--- src/rtl/ypbpr_sync_insert.sv ---
// Component-video output stage: Y gain/offset, blanking levels and sync-on-green insertion,
// with a run-length composite-sync polarity detector and lock state machine.
module ypbpr_sync_insert #(
  parameter int unsigned WIDTH       = 8,
  parameter int unsigned BLACK_LVL   = 16,
  parameter int unsigned SYNC_LVL    = 0,
  parameter int unsigned Y_GAIN      = 220,
  parameter int unsigned CNT_W       = 12,
  parameter int unsigned LOCK_COUNT  = 4,
  parameter bit          DEFAULT_POL = 1'b0
) (
  input  logic             clk,
  input  logic             reset_n,
  input  logic             ena,
  input  logic             pixel_in,
  input  logic [WIDTH-1:0] y_in,
  input  logic [WIDTH-1:0] pb_in,
  input  logic [WIDTH-1:0] pr_in,
  input  logic             cs_in,
  input  logic             hb_in,
  input  logic             vb_in,
  output logic [WIDTH-1:0] y_out,
  output logic [WIDTH-1:0] pb_out,
  output logic [WIDTH-1:0] pr_out,
  output logic             sync_out,
  output logic             locked,
  output logic             polarity
);

  localparam logic [WIDTH-1:0] MID   = {1'b1, {(WIDTH-1){1'b0}}};
  localparam logic [WIDTH-1:0] BLACK = WIDTH'(BLACK_LVL);
  localparam logic [WIDTH-1:0] SYNCV = WIDTH'(SYNC_LVL);
  localparam logic [7:0]       GAIN  = 8'(Y_GAIN);
  localparam int unsigned      MW    = $clog2(LOCK_COUNT + 1);
  localparam logic [MW-1:0]    LOCK_N = MW'(LOCK_COUNT);

  typedef enum logic {UNLOCKED, LOCKED} state_t;

  // ---------------- stage 1: input registers and gain multiply ----------------
  logic             ena1_q, hb1_q, vb1_q, cs1_q, sync1_q;
  logic [WIDTH-1:0] y1_q, pb1_q, pr1_q, scaled1_q;
  logic [WIDTH+7:0] prod_d;
  logic [WIDTH-1:0] scaled_d;
  logic             pol_q;

  always_comb begin
    prod_d   = (WIDTH+8)'(y_in) * (WIDTH+8)'(GAIN);
    scaled_d = WIDTH'(prod_d >> 8);
  end

  always_ff @(posedge clk or negedge reset_n) begin
    if (!reset_n) begin
      ena1_q    <= 1'b0;
      hb1_q     <= 1'b0;
      vb1_q     <= 1'b0;
      cs1_q     <= 1'b0;
      sync1_q   <= 1'b0;
      y1_q      <= '0;
      pb1_q     <= MID;
      pr1_q     <= MID;
      scaled1_q <= '0;
    end else begin
      ena1_q    <= ena;
      hb1_q     <= hb_in;
      vb1_q     <= vb_in;
      cs1_q     <= cs_in;
      sync1_q   <= cs_in ^ ~pol_q;
      y1_q      <= y_in;
      pb1_q     <= pb_in;
      pr1_q     <= pr_in;
      scaled1_q <= scaled_d;
    end
  end

  // ---------------- stage 2: output select ----------------
  logic [WIDTH:0]   ysum;
  logic [WIDTH-1:0] y_d, pb_d, pr_d, y_q, pb_q, pr_q;
  logic             sync_d, sync_q;

  always_comb begin
    ysum   = {1'b0, scaled1_q} + {1'b0, BLACK};
    y_d    = ysum[WIDTH] ? '1 : ysum[WIDTH-1:0];
    pb_d   = pb1_q;
    pr_d   = pr1_q;
    sync_d = 1'b0;
    if (!ena1_q) begin
      y_d    = y1_q;
      sync_d = cs1_q;
    end else if (sync1_q) begin
      y_d    = SYNCV;
      pb_d   = MID;
      pr_d   = MID;
      sync_d = 1'b1;
    end else if (hb1_q || vb1_q) begin
      y_d  = BLACK;
      pb_d = MID;
      pr_d = MID;
    end
  end

  always_ff @(posedge clk or negedge reset_n) begin
    if (!reset_n) begin
      y_q    <= BLACK;
      pb_q   <= MID;
      pr_q   <= MID;
      sync_q <= 1'b0;
    end else begin
      y_q    <= y_d;
      pb_q   <= pb_d;
      pr_q   <= pr_d;
      sync_q <= sync_d;
    end
  end

  // ---------------- polarity detector ----------------
  // The edge compares live cs_in against its registered copy, so the decision uses the
  // counts of the completed period and the edge pixel itself opens the new one.
  logic [CNT_W-1:0] hi_q, lo_q;
  logic             rise, valid, dec, sat;

  always_comb begin
    rise  = cs_in & ~cs1_q;
    valid = rise & (|hi_q) & (|lo_q);
    dec   = hi_q < lo_q;
    sat   = (&hi_q) | (&lo_q);
  end

  always_ff @(posedge clk or negedge reset_n) begin
    if (!reset_n) begin
      hi_q <= '0;
      lo_q <= '0;
    end else if (rise) begin
      hi_q <= CNT_W'(pixel_in & cs_in);
      lo_q <= CNT_W'(pixel_in & ~cs_in);
    end else if (pixel_in) begin
      if (cs_in && !(&hi_q))  hi_q <= hi_q + 1'b1;
      if (!cs_in && !(&lo_q)) lo_q <= lo_q + 1'b1;
    end
  end

  // ---------------- lock state machine ----------------
  state_t        state_q;
  logic [MW-1:0] match_q, match_nxt;
  logic          prev_dec_q, locked_q, same;

  always_comb begin
    same      = (match_q != '0) && (dec == prev_dec_q);
    match_nxt = !same ? MW'(1) : ((match_q == LOCK_N) ? match_q : match_q + 1'b1);
  end

  always_ff @(posedge clk or negedge reset_n) begin
    if (!reset_n) begin
      state_q    <= UNLOCKED;
      match_q    <= '0;
      prev_dec_q <= 1'b0;
      pol_q      <= DEFAULT_POL;
      locked_q   <= 1'b0;
    end else if (sat) begin
      state_q  <= UNLOCKED;
      match_q  <= '0;
      pol_q    <= DEFAULT_POL;
      locked_q <= 1'b0;
    end else if (valid) begin
      prev_dec_q <= dec;
      unique case (state_q)
        UNLOCKED: begin
          match_q <= match_nxt;
          if (match_nxt == LOCK_N) begin
            state_q  <= LOCKED;
            pol_q    <= dec;
            locked_q <= 1'b1;
          end
        end
        LOCKED: begin
          if (dec != prev_dec_q) begin
            state_q  <= UNLOCKED;
            match_q  <= MW'(1);
            pol_q    <= DEFAULT_POL;
            locked_q <= 1'b0;
          end
        end
        default: state_q <= UNLOCKED;
      endcase
    end
  end

  assign y_out    = y_q;
  assign pb_out   = pb_q;
  assign pr_out   = pr_q;
  assign sync_out = sync_q;
  assign locked   = locked_q;
  assign polarity = pol_q;

endmodule

--- config.mk ---
export PLATFORM = sky130hd
export DESIGN_NAME = ypbpr_sync_insert
export DESIGN_NICKNAME = d
export VERILOG_FILES = /design/src/rtl/ypbpr_sync_insert.sv
export SDC_FILE = /design/constraint.sdc
export NUM_CORES = 1
export LEC_CHECK = 0
export BUFFER_PORTS_ARGS = -buffer_cell sky130_fd_sc_hd__buf_2
export CORE_MARGIN = 5
export CORE_UTILIZATION = 60
export CTS_CLUSTER_SIZE = 25
export DETAILED_ROUTE_END_ITERATION = 16
export HOLD_SLACK_MARGIN = 0.02
export PLACE_DENSITY_LB_ADDON = 0.3
export REMOVE_ABC_BUFFERS = 1
export SETUP_SLACK_MARGIN = 0.2
export SYNTH_ARGS = -nofsm -noshare
export SYNTH_HDL_FRONTEND = slang
export SYNTH_SLANG_ARGS = --single-unit
--- constraint.sdc ---
create_clock -name clk -period 4.15 [get_ports clk]
set_input_delay 0.415 -clock clk [delete_from_list [all_inputs] [get_ports clk]]
set_output_delay 0.415 -clock clk [all_outputs]
set_load 0.02 [all_outputs]
Yosys cells after proc, flatten, opt, wreduce, memory -nomap -nowiden
Index checks and enable logic that the tools add are counted.
Word-level totals
  register bits: 93
  bits of input ports: 31
  output and inout port bits: 27
  word-level logic and storage cells: 103
Cells by class
  add/subtract/negate cells: 4
  multiply operators: 1
  order comparisons: 1
  equal/unequal tests: 6
  mux-type cells: 38
  bitwise logic cells: 12
  reduce and logical (&&, ||, !) cells: 21
Operators by type and width (number)
  $mux 8: 10
  $mux 12: 6
  $add 12x1->12 const B: 2
  $reduce_and 12->1: 2
  $reduce_or 12->1: 2
  $mux 3: 5
  $mul 8x6->14 const B: 1
  $mux 1: 13
  $and 1x12->12: 1
  $lt 12x12->1: 1
  $not 1->12: 1
  $add 8x5->9 const B: 1
  $reduce_and 2->1: 4
  $reduce_bool 2->1: 4
  $eq 3x3->1 const B: 2
  $pmux 1 s2: 3
  $pmux 3 s2: 1
  $and 1x1->1: 4
  $not 1->1: 4
  $add 3x1->3 const B: 1
  $logic_and 1x1->1: 3
  $logic_not 1->1: 3
  $ne 3x2->1 const B: 1
  $ne 3x3->1 const B: 1
  other kinds (7): 7

Logic depth before layout (Yosys ltp)
  depth in word-level cells: 9
  gate-level depth with buffers: 15
  depth with buffers taken out: 15

Least setup slack after synthesis
Ideal clock, no wire load.
  kind: input port to flip-flop
  start point: input port y_in[4]
  end point: register scaled1_q[7]
  library setup time: 123 ps
  data arrival time: 3556 ps
  required time: 4027 ps
  setup slack: 472 ps
  stages on the path: 15
  path buffers: 0
  path through: inv_1 fa_1 inv_1 fa_1 inv_1 fa_1 inv_1 ha_1 nand2_1 o21ai_0 a41o_1 nor4_1 nor3_1 a21oi_1 xnor2_1
On the way
  longest elaborated chain between the ends: 1
Ends and longest elaborated chain
  start: declaration: RTL line 16  | input logic [WIDTH-1:0] y_in,
  $mul 8x6->14: RTL line 47  | prod_d = (WIDTH+8)'(y_in) * (WIDTH+8)'(GAIN);
  net prod_d[15]: RTL line 42  | logic [WIDTH+7:0] prod_d;
  end signal: assignment: RTL line 71  | scaled1_q <= scaled_d;
  end: declaration: RTL line 41  | logic [WIDTH-1:0] y1_q, pb1_q, pr1_q, scaled1_q;
The timed path passes the listed nets, and every way through them passes these cells.
A chain may end at the register's enable or synchronous reset.

Worst setup path after layout
Ends and elaborated chain as after synthesis.

==> flow_metrics.tcl <==
set metrics [dict create \
    status "finished, final reports clean" \
    start_util_pct 61.9 \
    layout-drive-gt1-share_pct 17.4 \
    postCtsResizedCells 0 \
    drtIter0Drc 111 \
    numCtsBuffers 9 \
    pin_count 58 \
    cp_slowest_stage_delay_ps 540 \
    min_period_over_period_pct 88.5 \
    rsz0062_at_grt "false" \
    dieArea_sq_um 9910 \
    cts.clk_slew.worst_paths_ps 100 \
    maxCapViolations 0 \
    synth-seq-cells 93 \
    viasPerCell 5.37 \
    crit_fanout 5 \
    core_sq_um 7770 \
    gr-total-overflow 0 \
    area_delta_synth_final_pct 12.6 \
    firstDrtPassIters 6 \
    die_h_microns 99.5 \
    grt_pass1_wl_microns 15700 \
    cp-start-kind "input pin" \
    relSlewSlack_pct 53.7 \
    synthArstFlopShare_pct 100 \
    synth.distinct_cells 48 \
    tns_ps 0 \
    p_leak_nw 2.71 \
    antenna_found_initial 0 \
    syn_area_per_cell_sq_um 10.8 \
    post-dp-hpwl_microns 7070 \
    max_freq_ghz 0.272 \
    worstPathRequired_ps 4410 \
    drt-total-wl_microns 9180 \
    finalSetupViolations 0 \
    critPathSlowestCell "fa_1" \
    path_common_cell "inv_1" \
    postSynthCellCount 445 \
    post_dp_cell_area_sq_um 5200 \
    regArea_sq_um 2330 \
    htree_levels 3 \
    hold_viol_final 0 \
    synth.area.top_cells "dfrtp_1 (46%), ha_1 (11%), fa_1 (6.2%), inv_1 (4.8%), nor2_1 (3.6%)" \
    insertion_delay_ps 370 \
    fill_cells 577 \
    die_w_microns 99.5 \
    drc_errors 0 \
    ir_worst_vdd_mv 0.243 \
    grt_max_degree 58 \
    netlist.area_leader.share_pct 45.8 \
    synth_edf_count 0 \
    placementRows 32 \
    cts_buffer_depth 2 \
    dr_total_vias 3289 \
    cts_tree "yes" \
    n_antenna_cell 0 \
    clock-sinks 93 \
    syn_area_sq_um 4810 \
    slew_viol_final 0 \
    cts_hold_buf 0 \
    yosysTopAreaCell "dfrtp_1" \
    synth_ff_type "dfrtp_1" \
    multiInputGateArea_sq_um 2210 \
    crit_chain "buf_2, inv_1, fa_1, inv_1, fa_1, inv_1, fa_1, inv_1, ha_1, nand2_1, o21ai_0, a41o_1, nor4_1, nor3_1, a21oi_1, xnor2_1" \
    final_nets 596 \
    criticalPathCategory "in -> reg" \
    ys.warnings.count 0 \
    wl_per_cell_microns 15.0 \
    io_buffers 57 \
    fin_crit_ps 3670 \
    ys_seq_area_share_pct 48.5 \
    worstMarginPinSlew_ps 695 \
    cts-root-buf "clkbuf_8" \
    cp-end-kind "register" \
    postRouteAntennaNets 0 \
    arrival_ps 3930 \
    grt_pass1_vias 3433 \
    postLayoutCellArea_sq_um 5420 \
    fin_skew_ps 10.5 \
    min_path_type "in -> async" \
    post-cts-setup-buffer-count 0 \
    gp_congestion 0.843 \
    power.density_nw_per_um2 453 \
    globalRouteTotalUtil_pct 19.9 \
]
[flip-flops by register name, indices dropped and copies added, names as in the netlist, 3 cells and up]
register   cells
lo_q          12
scaled1_q      8
pr1_q          8
match_q        3
pr_out         8
pb_out         8
hi_q          12
y_out          8
y1_q           8
pb1_q          8
[layout make-up]
cell class | count | area share (%)
Clock buffer | 9 | 2.29
Clock inverter | 7 | 1.71
Inverter | 61 | 4.23
Multi-Input combinational cell | 282 | 40.7
Sequential cell | 93 | 43.1
Tap cell | 102 | 2.36
Timing Repair Buffer | 59 | 5.59
[kinds of logic (layout without fill, tap and decap cells)]
kind of cell | count (synthesis) | count (layout) | share of synthesized area [%]
AO/OA/AOI/OAI | 46 | 46 | 6.32
multiplexers | 5 | 5 | 1.12
flip-flops | 93 | 93 | 48.5
AND/OR/NAND/NOR | 142 | 142 | 15.3
adder cells (fa/ha/maj) | 59 | 59 | 17.7
buffers and inverters | 70 | 136 | 5.64
XOR/XNOR | 30 | 30 | 5.46
[report_power, final]
group,internal [mW],total (mW),switching (mW)
sequential,1.02,1.09,0.0768
clock,0.294,0.643,0.350
combinational,0.307,0.718,0.411
total,1.62,2.45,0.838
[placed cells by master (no fill, tap or decap), drive strengths merged, types with 9 or more instances in the layout]
cell     n
nand2   20
fa      15
inv     64
ha      44
nand4   11
xor2    11
o21ai   10
nor2    46
a21oi    9
nand3   11
buf     59
xnor2   19
and2    14
dfrtp   88
nor3    15
clkbuf   9
[metrics by stage]
stage | total power [mW] | std cells | setup WS, ps | hold slack, ps | util [%]
final | 2.45 | 613 | 477 | 93.1 | 69.7
after global routing | 2.62 | 613 | 238 | 119 | 69.7
after CTS | 2.48 | 613 | 445 | 107 | 69.7
after detailed placement | 1.82 | 597 | 53.2 | 435 | 66.9
after global placement | 1.78 | 597 | 168 | 431 | 66.9
after floorplan | 1.62 | 436 | 472 | 119 | -
[final timing paths]
| path | startpoint | to | slack, ps | cells after the start |
|---|---|---|---|---|
| min reg2reg | pr1_q[1] | pr_out[1] | 440 | 1 |
| max in group asynchronous | reset_n | pr_out[7] | 3110 | 2 |
| min in group clk | pb_in[1] | pb1_q[1] | 140 | 1 |
| min | reset_n | hi_q[9] | 90 | 1 |
| max reg2reg | lo_q[7] | state_q | 1510 | 9 |
| max | y_in[4] | scaled1_q[7] | 480 | 16 |
[synthesized netlist by cell type (2+ instances only)]
library cell and instances:
a21oi_1 9, dfstp_2 5, inv_1 61, dfrtp_1 88
a32o_1 2, nor3_1 14, o21ai_0 10, ha_1 44
fa_1 15, nor4_1 4, a211oi_1 2, clkbuf_1 7
xor2_1 11, nand4_1 10, xnor2_1 19, and2_1 14
nand2b_1 4, nand2_1 20, o31ai_1 2, nand3_1 11
mux2i_1 2, nor4b_1 4, nor2b_1 3, a31oi_1 2
o21a_1 2, a21o_1 2, o22ai_1 7, mux2_2 3
nor2_1 46, and3_1 4
[worst max-delay path, delay by kind of cell]
family | cells | cell delay (ps)
adders and majority gates | 4 | 1870
buffers and inverters | 5 | 380
and+or+nand+nor | 3 | 390
AOI/OAI and AO/OA | 3 | 750
xor gates and xnor gates | 1 | 130
[per-layer routing]
metal	part of all wire (%)	global-route usage (%)
met2	52	35.5
met3	3.2	2.24
met5	0	0
met1	43	24.7
met4	1.7	7.98
(Power assumes the default switching activity.)
